## config.mk

```make
export PLATFORM = sky130hd
export DESIGN_NAME = matmul_nxn_seq
export DESIGN_NICKNAME = d
export VERILOG_FILES = /design/src/rtl/matmul_nxn_seq.sv
export SDC_FILE = /design/constraint.sdc
export NUM_CORES = 2
export LEC_CHECK = 0
export CAP_MARGIN = 20
export CORE_ASPECT_RATIO = 1.75
export CORE_MARGIN = 2
export CORE_UTILIZATION = 50
export CTS_CLUSTER_SIZE = 14
export DETAILED_ROUTE_END_ITERATION = 16
export DONT_BUFFER_PORTS = 1
export PLACE_DENSITY_LB_ADDON = 0.1
export SYNTH_ARGS = -nofsm -noshare
export SYNTH_HDL_FRONTEND = slang
export SYNTH_SLANG_ARGS = --single-unit
```

## constraint.sdc

```tcl
create_clock -name clk -period 13.6 [get_ports clk]
set_input_delay 3.4 -clock clk [delete_from_list [all_inputs] [get_ports clk]]
set_output_delay 3.4 -clock clk [all_outputs]
set_load 0.02 [all_outputs]
```

## src/rtl/matmul_nxn_seq.sv

```systemverilog
// matmul_nxn_seq
//   N x N integer matrix multiplier: C = A*B, or C = C + A*B in accumulate
//   mode. Every element of C has its own multiplier and accumulator. Each
//   compute cycle adds one k-term A(i,k)*B(k,j) into every accumulator, so
//   one product takes N compute cycles after the start edge.
//
// Parameters
//   N       matrix dimension (N >= 2)
//   DW      operand element width
//   SIGNED  1 = two's complement operands/results, 0 = unsigned
//   OW      result element width, 2*DW + $clog2(N) (derived)
//
// Ports
//   clk     rising-edge clock
//   reset   asynchronous, active-low reset
//   start   request a product; taken only while busy = 0 and abort = 0
//   abort   cancels a running product; C is not written
//   accum   sampled with start: 1 = C + A*B, 0 = A*B
//   a_flat  A, row-major, DW bits per element
//   b_flat  B, same packing as A
//   c_flat  C, row-major, OW bits per element; only written on completion
//   busy    high while a product is in progress
//   done    one-cycle pulse after c_flat has been updated
module matmul_nxn_seq #(
    parameter int N      = 3,
    parameter int DW     = 8,
    parameter int SIGNED = 0,
    localparam int OW    = 2 * DW + $clog2(N)
) (
    input  logic                  clk,
    input  logic                  reset,
    input  logic                  start,
    input  logic                  abort,
    input  logic                  accum,
    input  logic [N*N*DW-1:0]     a_flat,
    input  logic [N*N*DW-1:0]     b_flat,
    output logic [N*N*OW-1:0]     c_flat,
    output logic                  busy,
    output logic                  done
);

    localparam int KW = $clog2(N);

    typedef enum logic {
        IDLE = 1'b0,
        RUN  = 1'b1
    } state_t;

    state_t            state_reg;
    logic [KW-1:0]     k_reg;
    logic              busy_reg;
    logic              done_reg;
    logic [N*N*DW-1:0] a_reg;
    logic [N*N*DW-1:0] b_reg;

    logic load;
    logic step;
    logic last_step;

    // abort has priority over start in IDLE and over the final write in RUN.
    assign load      = (state_reg == IDLE) && start && !abort;
    assign step      = (state_reg == RUN) && !abort;
    assign last_step = (k_reg == KW'(N - 1));

    // Control FSM. Operands are captured on the accepting edge so that the
    // caller may change a_flat/b_flat freely while the product runs.
    always_ff @(posedge clk or negedge reset) begin
        if (!reset) begin
            state_reg <= IDLE;
            k_reg     <= '0;
            busy_reg  <= 1'b0;
            done_reg  <= 1'b0;
            a_reg     <= '0;
            b_reg     <= '0;
        end else begin
            done_reg <= 1'b0;
            case (state_reg)
                IDLE: begin
                    if (load) begin
                        a_reg     <= a_flat;
                        b_reg     <= b_flat;
                        k_reg     <= '0;
                        busy_reg  <= 1'b1;
                        state_reg <= RUN;
                    end
                end
                RUN: begin
                    if (abort) begin
                        k_reg     <= '0;
                        busy_reg  <= 1'b0;
                        state_reg <= IDLE;
                    end else if (last_step) begin
                        k_reg     <= '0;
                        busy_reg  <= 1'b0;
                        done_reg  <= 1'b1;
                        state_reg <= IDLE;
                    end else begin
                        k_reg <= k_reg + 1'b1;
                    end
                end
                default: state_reg <= IDLE;
            endcase
        end
    end

    assign busy = busy_reg;
    assign done = done_reg;

    // One multiply-accumulate lane per C(i,j).
    generate
        for (genvar gi = 0; gi < N * N; gi++) begin : g_elem
            localparam int RI = gi / N;
            localparam int CJ = gi % N;

            logic [DW-1:0]        a_sel;
            logic [DW-1:0]        b_sel;
            logic signed [DW:0]   a_ext;
            logic signed [DW:0]   b_ext;
            logic signed [OW-1:0] prod;
            logic [OW-1:0]        acc_reg;
            logic [OW-1:0]        acc_next;
            logic [OW-1:0]        c_reg;

            // Pick A(i,k) and B(k,j) for the current k.
            always_comb begin
                a_sel = '0;
                b_sel = '0;
                for (int k = 0; k < N; k++) begin
                    if (k_reg == KW'(k)) begin
                        a_sel = a_reg[(RI * N + k) * DW +: DW];
                        b_sel = b_reg[(k * N + CJ) * DW +: DW];
                    end
                end
            end

            // One extra bit makes both modes a signed multiply: the top bit
            // is a copy of the sign in signed mode and zero otherwise. OW is
            // at least 2*DW+1, so the low OW bits of the widened product are
            // exact, and the accumulator simply wraps modulo 2^OW.
            assign a_ext    = $signed({(SIGNED != 0) ? a_sel[DW-1] : 1'b0, a_sel});
            assign b_ext    = $signed({(SIGNED != 0) ? b_sel[DW-1] : 1'b0, b_sel});
            assign prod     = OW'(a_ext) * OW'(b_ext);
            assign acc_next = acc_reg + prod;

            always_ff @(posedge clk or negedge reset) begin
                if (!reset) begin
                    acc_reg <= '0;
                    c_reg   <= '0;
                end else if (load) begin
                    acc_reg <= accum ? c_reg : '0;
                end else if (step) begin
                    acc_reg <= acc_next;
                    if (last_step) begin
                        c_reg <= acc_next;
                    end
                end
            end

            assign c_flat[gi*OW +: OW] = c_reg;
        end
    endgenerate

endmodule

```

# Yosys cells after proc, flatten, opt, wreduce, memory -nomap -nowiden
# Cells that the tools add are included.
[totals]
register_bits = 473
output_inout_bits = 164
in_bits = 149
wordCells = 118
[classes]
n_reduce_logical = 9
mux = 60
add_sub_neg = 10
bitwise = 2
multipliers = 9
eq_ne = 4
[ops]
columns = ["cell", "n"]
rows = [
  ["2-to-1 mux 18 bit", 27],
  ["adder 18 x 16 -> 18 bit", 9],
  ["multiplier 8 x 8 -> 16 bit", 9],
  ["2-to-1 mux 8 bit", 18],
  ["2-to-1 mux 1 bit", 9],
  ["2-to-1 mux 2 bit", 3],
  ["one-hot mux 1 bit (2 select lines)", 2],
  ["one-hot mux 2 bit (2 select lines)", 1],
  ["AND reduction 2 bit", 2],
  ["logical AND 1 bit", 3],
  ["!= test 3 x 2 -> 1 bit (second input constant)", 1],
  ["AND reduction 3 bit", 1],
  ["adder 2 x 1 -> 2 bit (second input constant)", 1],
  ["equality test 2 x 1 -> 1 bit (second input constant)", 1],
  ["equality test 2 bit (second input constant)", 1],
  ["logical NOT 2 bit", 1],
  ["!= test 2 bit (second input constant)", 1],
  ["NOT 1 bit", 2],
  ["nonzero test 2 bit", 1],
  ["logical NOT 1 bit", 1],
]

# Logic depth before layout (Yosys ltp)
[logic_depth]
word_depth = 8
depth_mapped = 28
mapped_depth_nobuf = 23

# Worst setup path after synthesis
# OpenSTA, ideal clock, no wires.
[synth_timing]
kind = "register to register"
from = "reg k_reg[1]"
to = "reg g_elem[2].acc_reg[17]"
n_path_buf = 5
path_slack_ns = 7.519
path_stages_with_launch = 26
arrival_time_ns = 5.961
synth_period_minus_slack_ns = 6.081
cell_sequence = "dfrtp_1 > clkbuf_1 > nor2b_1 > clkbuf_1 > clkbuf_1 > clkbuf_1 > a21o_1 > clkbuf_1 > nand2_1 > fa_1 > fa_1 > inv_1 > fa_1 > inv_1 > fa_1 > inv_1 > ha_1 > a21o_1 > a21oi_1 > a31oi_1 > a211oi_1 > o2bb2ai_1 > nor3_1 > nor3_1 > a21oi_1 > o211a_1"
[synth_via]
elab_chain_len = 8
elab_cells_between_ends = 13
cone_classes = "1 x add/sub; 1 x mul; 2 x eq/ne; 8 x mux; 1 x reduce/logical"
[synth_lines]
columns = ["item", "line_no", "text"]
rows = [
  ["from (decl)", "50", "logic [KW-1:0] k_reg;"],
  ["from (signal assigned)", "98", "k_reg <= k_reg + 1'b1;"],
  ["logical NOT 2 bit", "129", "if (k_reg == KW'(k)) begin"],
  ["2-to-1 mux 8 bit (3 in series)", "129", ""],
  ["multiplier 8 x 8 -> 16 bit (*)", "142", "assign prod = OW'(a_ext) * OW'(b_ext);"],
  ["adder 18 x 16 -> 18 bit (*)", "143", "assign acc_next = acc_reg + prod;"],
  ["2-to-1 mux 18 bit (*)", "151", "end else if (step) begin"],
  ["2-to-1 mux 18 bit (*)", "149", "end else if (load) begin"],
  ["to (signal assigned)", "150", "acc_reg <= accum ? c_reg : '0;"],
  ["to (signal assigned)", "152", "acc_reg <= acc_next;"],
  ["to (decl)", "120", "logic [OW-1:0] acc_reg;"],
]
# Every way passes the cells marked *; elsewhere a longest branch is shown, timed or not. The select of a mux whose other input is x is not followed.
# A chain may end at the register's enable or synchronous reset.

# Final worst setup path
# Same ends and word-level chain as after synthesis.

==> flow_metrics.py <==
metrics = {
    "outcome": {
        "status": "completed",
    },
    "finish": {
        "layout.nets": 5900,
        "area_growth_pct": 6.61,
        "fillers": 8020,
        "drive_gt1_share_pct": 4.12,
        "final_common_cell": "nand2_1",
        "final_cell_mix": "nand2_1 (1035), inv_1 (875), dfrtp_1 (471)",
    },
    "routing": {
        "drtIter0Drc": 2391,
        "drtPass1Iterations": 5,
        "via_per_inst": 5.56,
        "wl_per_cell_um": 22.3,
        "vias": 33700,
        "route.detailed.drc": 0,
        "wirelength_mm": 135,
        "ant_nets": 0,
    },
    "clock_tree": {
        "cts.repair.resized": 0,
        "clock-sinks": 473,
        "post_cts_buffers": 0,
        "hold_buffers": 0,
        "tritoncts": "done",
        "cts_made_buffers": 50,
        "clk-insertion-delay-late_ns": 0.65,
        "clockBufferDepth": 3,
        "cts_root_buf": "clkbuf_16",
        "clk_pin_slew_ns": 0.07,
        "htree_levels": 2,
    },
    "placed_design": {
        "placement.io_buffers": 0,
        "dpl.hpwl_mm": 98.5,
        "post-place-ws_ns": 6.18,
        "place_congestion": 0.922,
    },
    "critical_path": {
        "crit_path_start_kind": "flop",
        "worstPathRequired_ns": 14.13,
        "slowest_stage": "a21o_1",
        "cp_common_cell": "fa_1",
        "cp-end-kind": "flop",
        "crit_chain": "buf_4 -> nor2b_4 -> buf_4 -> a21o_1 -> nand2_1 -> fa_1 -> inv_1 -> fa_1 -> fa_1 -> inv_1 -> fa_1 -> inv_1 -> ha_1 -> a21o_1 -> a21oi_1 -> a31oi_1 -> a211oi_1 -> o2bb2ai_1 -> nor3_1 -> nor3_1 -> a21oi_1 -> o211a_1",
        "crit_type": "flop to flop",
        "slowest_delay_ns": 0.80,
        "reg2reg_slack_ns": 6.10,
        "cp.arrival_ns": 8.03,
        "crit_fanout": 81,
    },
    "logic_synthesis": {
        "synth_ff_type": "dfrtp_1",
        "synthAdderAreaFrac_pct": 31.6,
        "synth_top_family_by_area": "adder cells",
        "syn_area_um2": 42700,
        "yosys-top-cells-area": "dfrtp_1 (28%), fa_1 (21%), ha_1 (11%)",
        "synth_compound_area_share_pct": 11.3,
        "synth_mux_area_share_pct": 1.37,
        "yosysTopAreaCellShare_pct": 27.7,
        "synth_cell_types": 74,
        "ys_seq_area_share_pct": 27.7,
        "synth-seq-cells": 473,
        "synthSimpleGateAreaFrac_pct": 15.6,
        "avgSynthCellArea_um2": 8.43,
        "synth_edf_count": 0,
        "synth_xor_area_share_pct": 2.38,
        "syn-num-nets": 6023,
        "synth-warning-count": 0,
        "syn-instance-count": 5064,
        "ys_async_sr_fraction_pct": 100,
        "yosys.area.top_type": "dfrtp_1",
    },
    "global_route": {
        "overflow": 0,
        "grt_max_degree": 474,
        "antenna_found_initial": 0,
        "grtUsageTotal_pct": 31.4,
        "grt_pass1_wl_mm": 208,
        "first_global_vias": 34600,
    },
    "timing": {
        "final.setup_skew_ns": 0.0200,
        "setup_viol": 0,
        "post-route-period-util_pct": 55.1,
        "setup_ws_ns": 6.10,
        "fmax_mhz": 133,
        "final_max_slew_viol_count": 0,
        "worstMarginPinSlew_ns": 1.33,
        "max_slew_margin_pct": 11.5,
        "setup_tns_ns": 0,
        "hold_violations": 0,
        "rsz0062_at_grt": "false",
        "min_period_ns": 7.50,
    },
    "floorplan": {
        "coreArea_um2": 84500,
        "die_w_um": 225,
        "ios": 313,
        "initial_utilization_pct": 50.5,
        "fp-row-count": 141,
        "die_y_um": 391,
        "dieArea_um2": 87900,
    },
    "hold_path": {
        "min_path_type": "flop to flop",
    },
    "flow_run": {
        "max_cap_violations": 0,
    },
}
==> final timing paths <==
| path | startpoint | end | cells after the start |
|---|---|---|---|
| max | k_reg[1]$_DFFE_PN0P_ | g_elem[2].acc_reg[17]$_DFFE_PN0P_ | 22 |
| max in group asynchronous | reset | g_elem[6].acc_reg[9]$_DFFE_PN0P_ | 0 |
| min in group asynchronous | reset | g_elem[3].c_reg[0]$_DFFE_PN0P_ | 0 |
| min | b_reg[10]$_DFFE_PN0P_ | b_reg[10]$_DFFE_PN0P_ | 2 |
| min reg2reg | b_reg[10]$_DFFE_PN0P_ | b_reg[10]$_DFFE_PN0P_ | 2 |
| max reg2reg | k_reg[1]$_DFFE_PN0P_ | g_elem[2].acc_reg[17]$_DFFE_PN0P_ | 22 |
==> cell families (layout without fill, tap and decap cells) <==
family,after synthesis,after routing
AND/OR/NAND/NOR,1674,1674
XOR/XNOR,116,116
multiplexers,58,58
adder cells (fa/ha/maj),810,810
other,0,1
AO/OA/AOI/OAI,807,807
buffers and inverters,1126,1042
flip-flops,473,473
==> synthesized netlist by cell type, types with 52 or more instances <==
library cell and count:
inv_1 876, a21oi_1 196, clkbuf_1 221, fa_1 450
xnor2_1 64, dfrtp_1 473, a22oi_1 58, xor2_1 52
o21ai_0 304, mux2i_1 55, nor2_1 463, nand3_1 66
nand2_1 1038, ha_1 360
==> stage by stage <==
step / cell area, um^2 / instances / hold slack, ns / util (%)
finish: 45500 / 6053 / 0.478 / 53.9
global placement: 43700 / 5958 / 0.456 / 51.7
detailed placement: 43700 / 5959 / 0.462 / 51.7
CTS: 45500 / 6050 / 0.478 / 53.8
floorplan: 42700 / 5064 / 0.445 / -
global route: 45500 / 6052 / 0.493 / 53.9
==> layer usage <==
layer,global-route usage [%],share of wire (%),routed length (um),vias up
met3,6.36,7.5,10100,289
li1,-,-,-,15500
met5,0,0,0,-
met2,52.3,47,63900,1080
met4,14.9,5.7,7720,0
met1,39.1,39,53300,16800
==> worst max-delay path: cells and delay by family (launching register included) <==
family	cells	cell delay [ns]
compound gates	8	2.24
fa+ha+maj	5	2.41
buf+inv	5	1.44
flops	1	0.34
simple gates	4	0.84
==> cell type report <==
type | instances | area [um^2] | share of cell area (%)
Multi-Input combinational cell | 3465 | 26700 | 58.6
Clock inverter | 23 | 324 | 0.712
Clock buffer | 68 | 1450 | 3.18
Tap cell | 1072 | 1340 | 2.95
Inverter | 876 | 3290 | 7.22
Antenna cell | 1 | 2.50 | 0.00549
Sequential cell | 473 | 11800 | 26.0
Timing Repair Buffer | 75 | 607 | 1.33
Power is not shown: default switching activity piles up to over one toggle a cycle in this logic, so the estimate is an artifact.
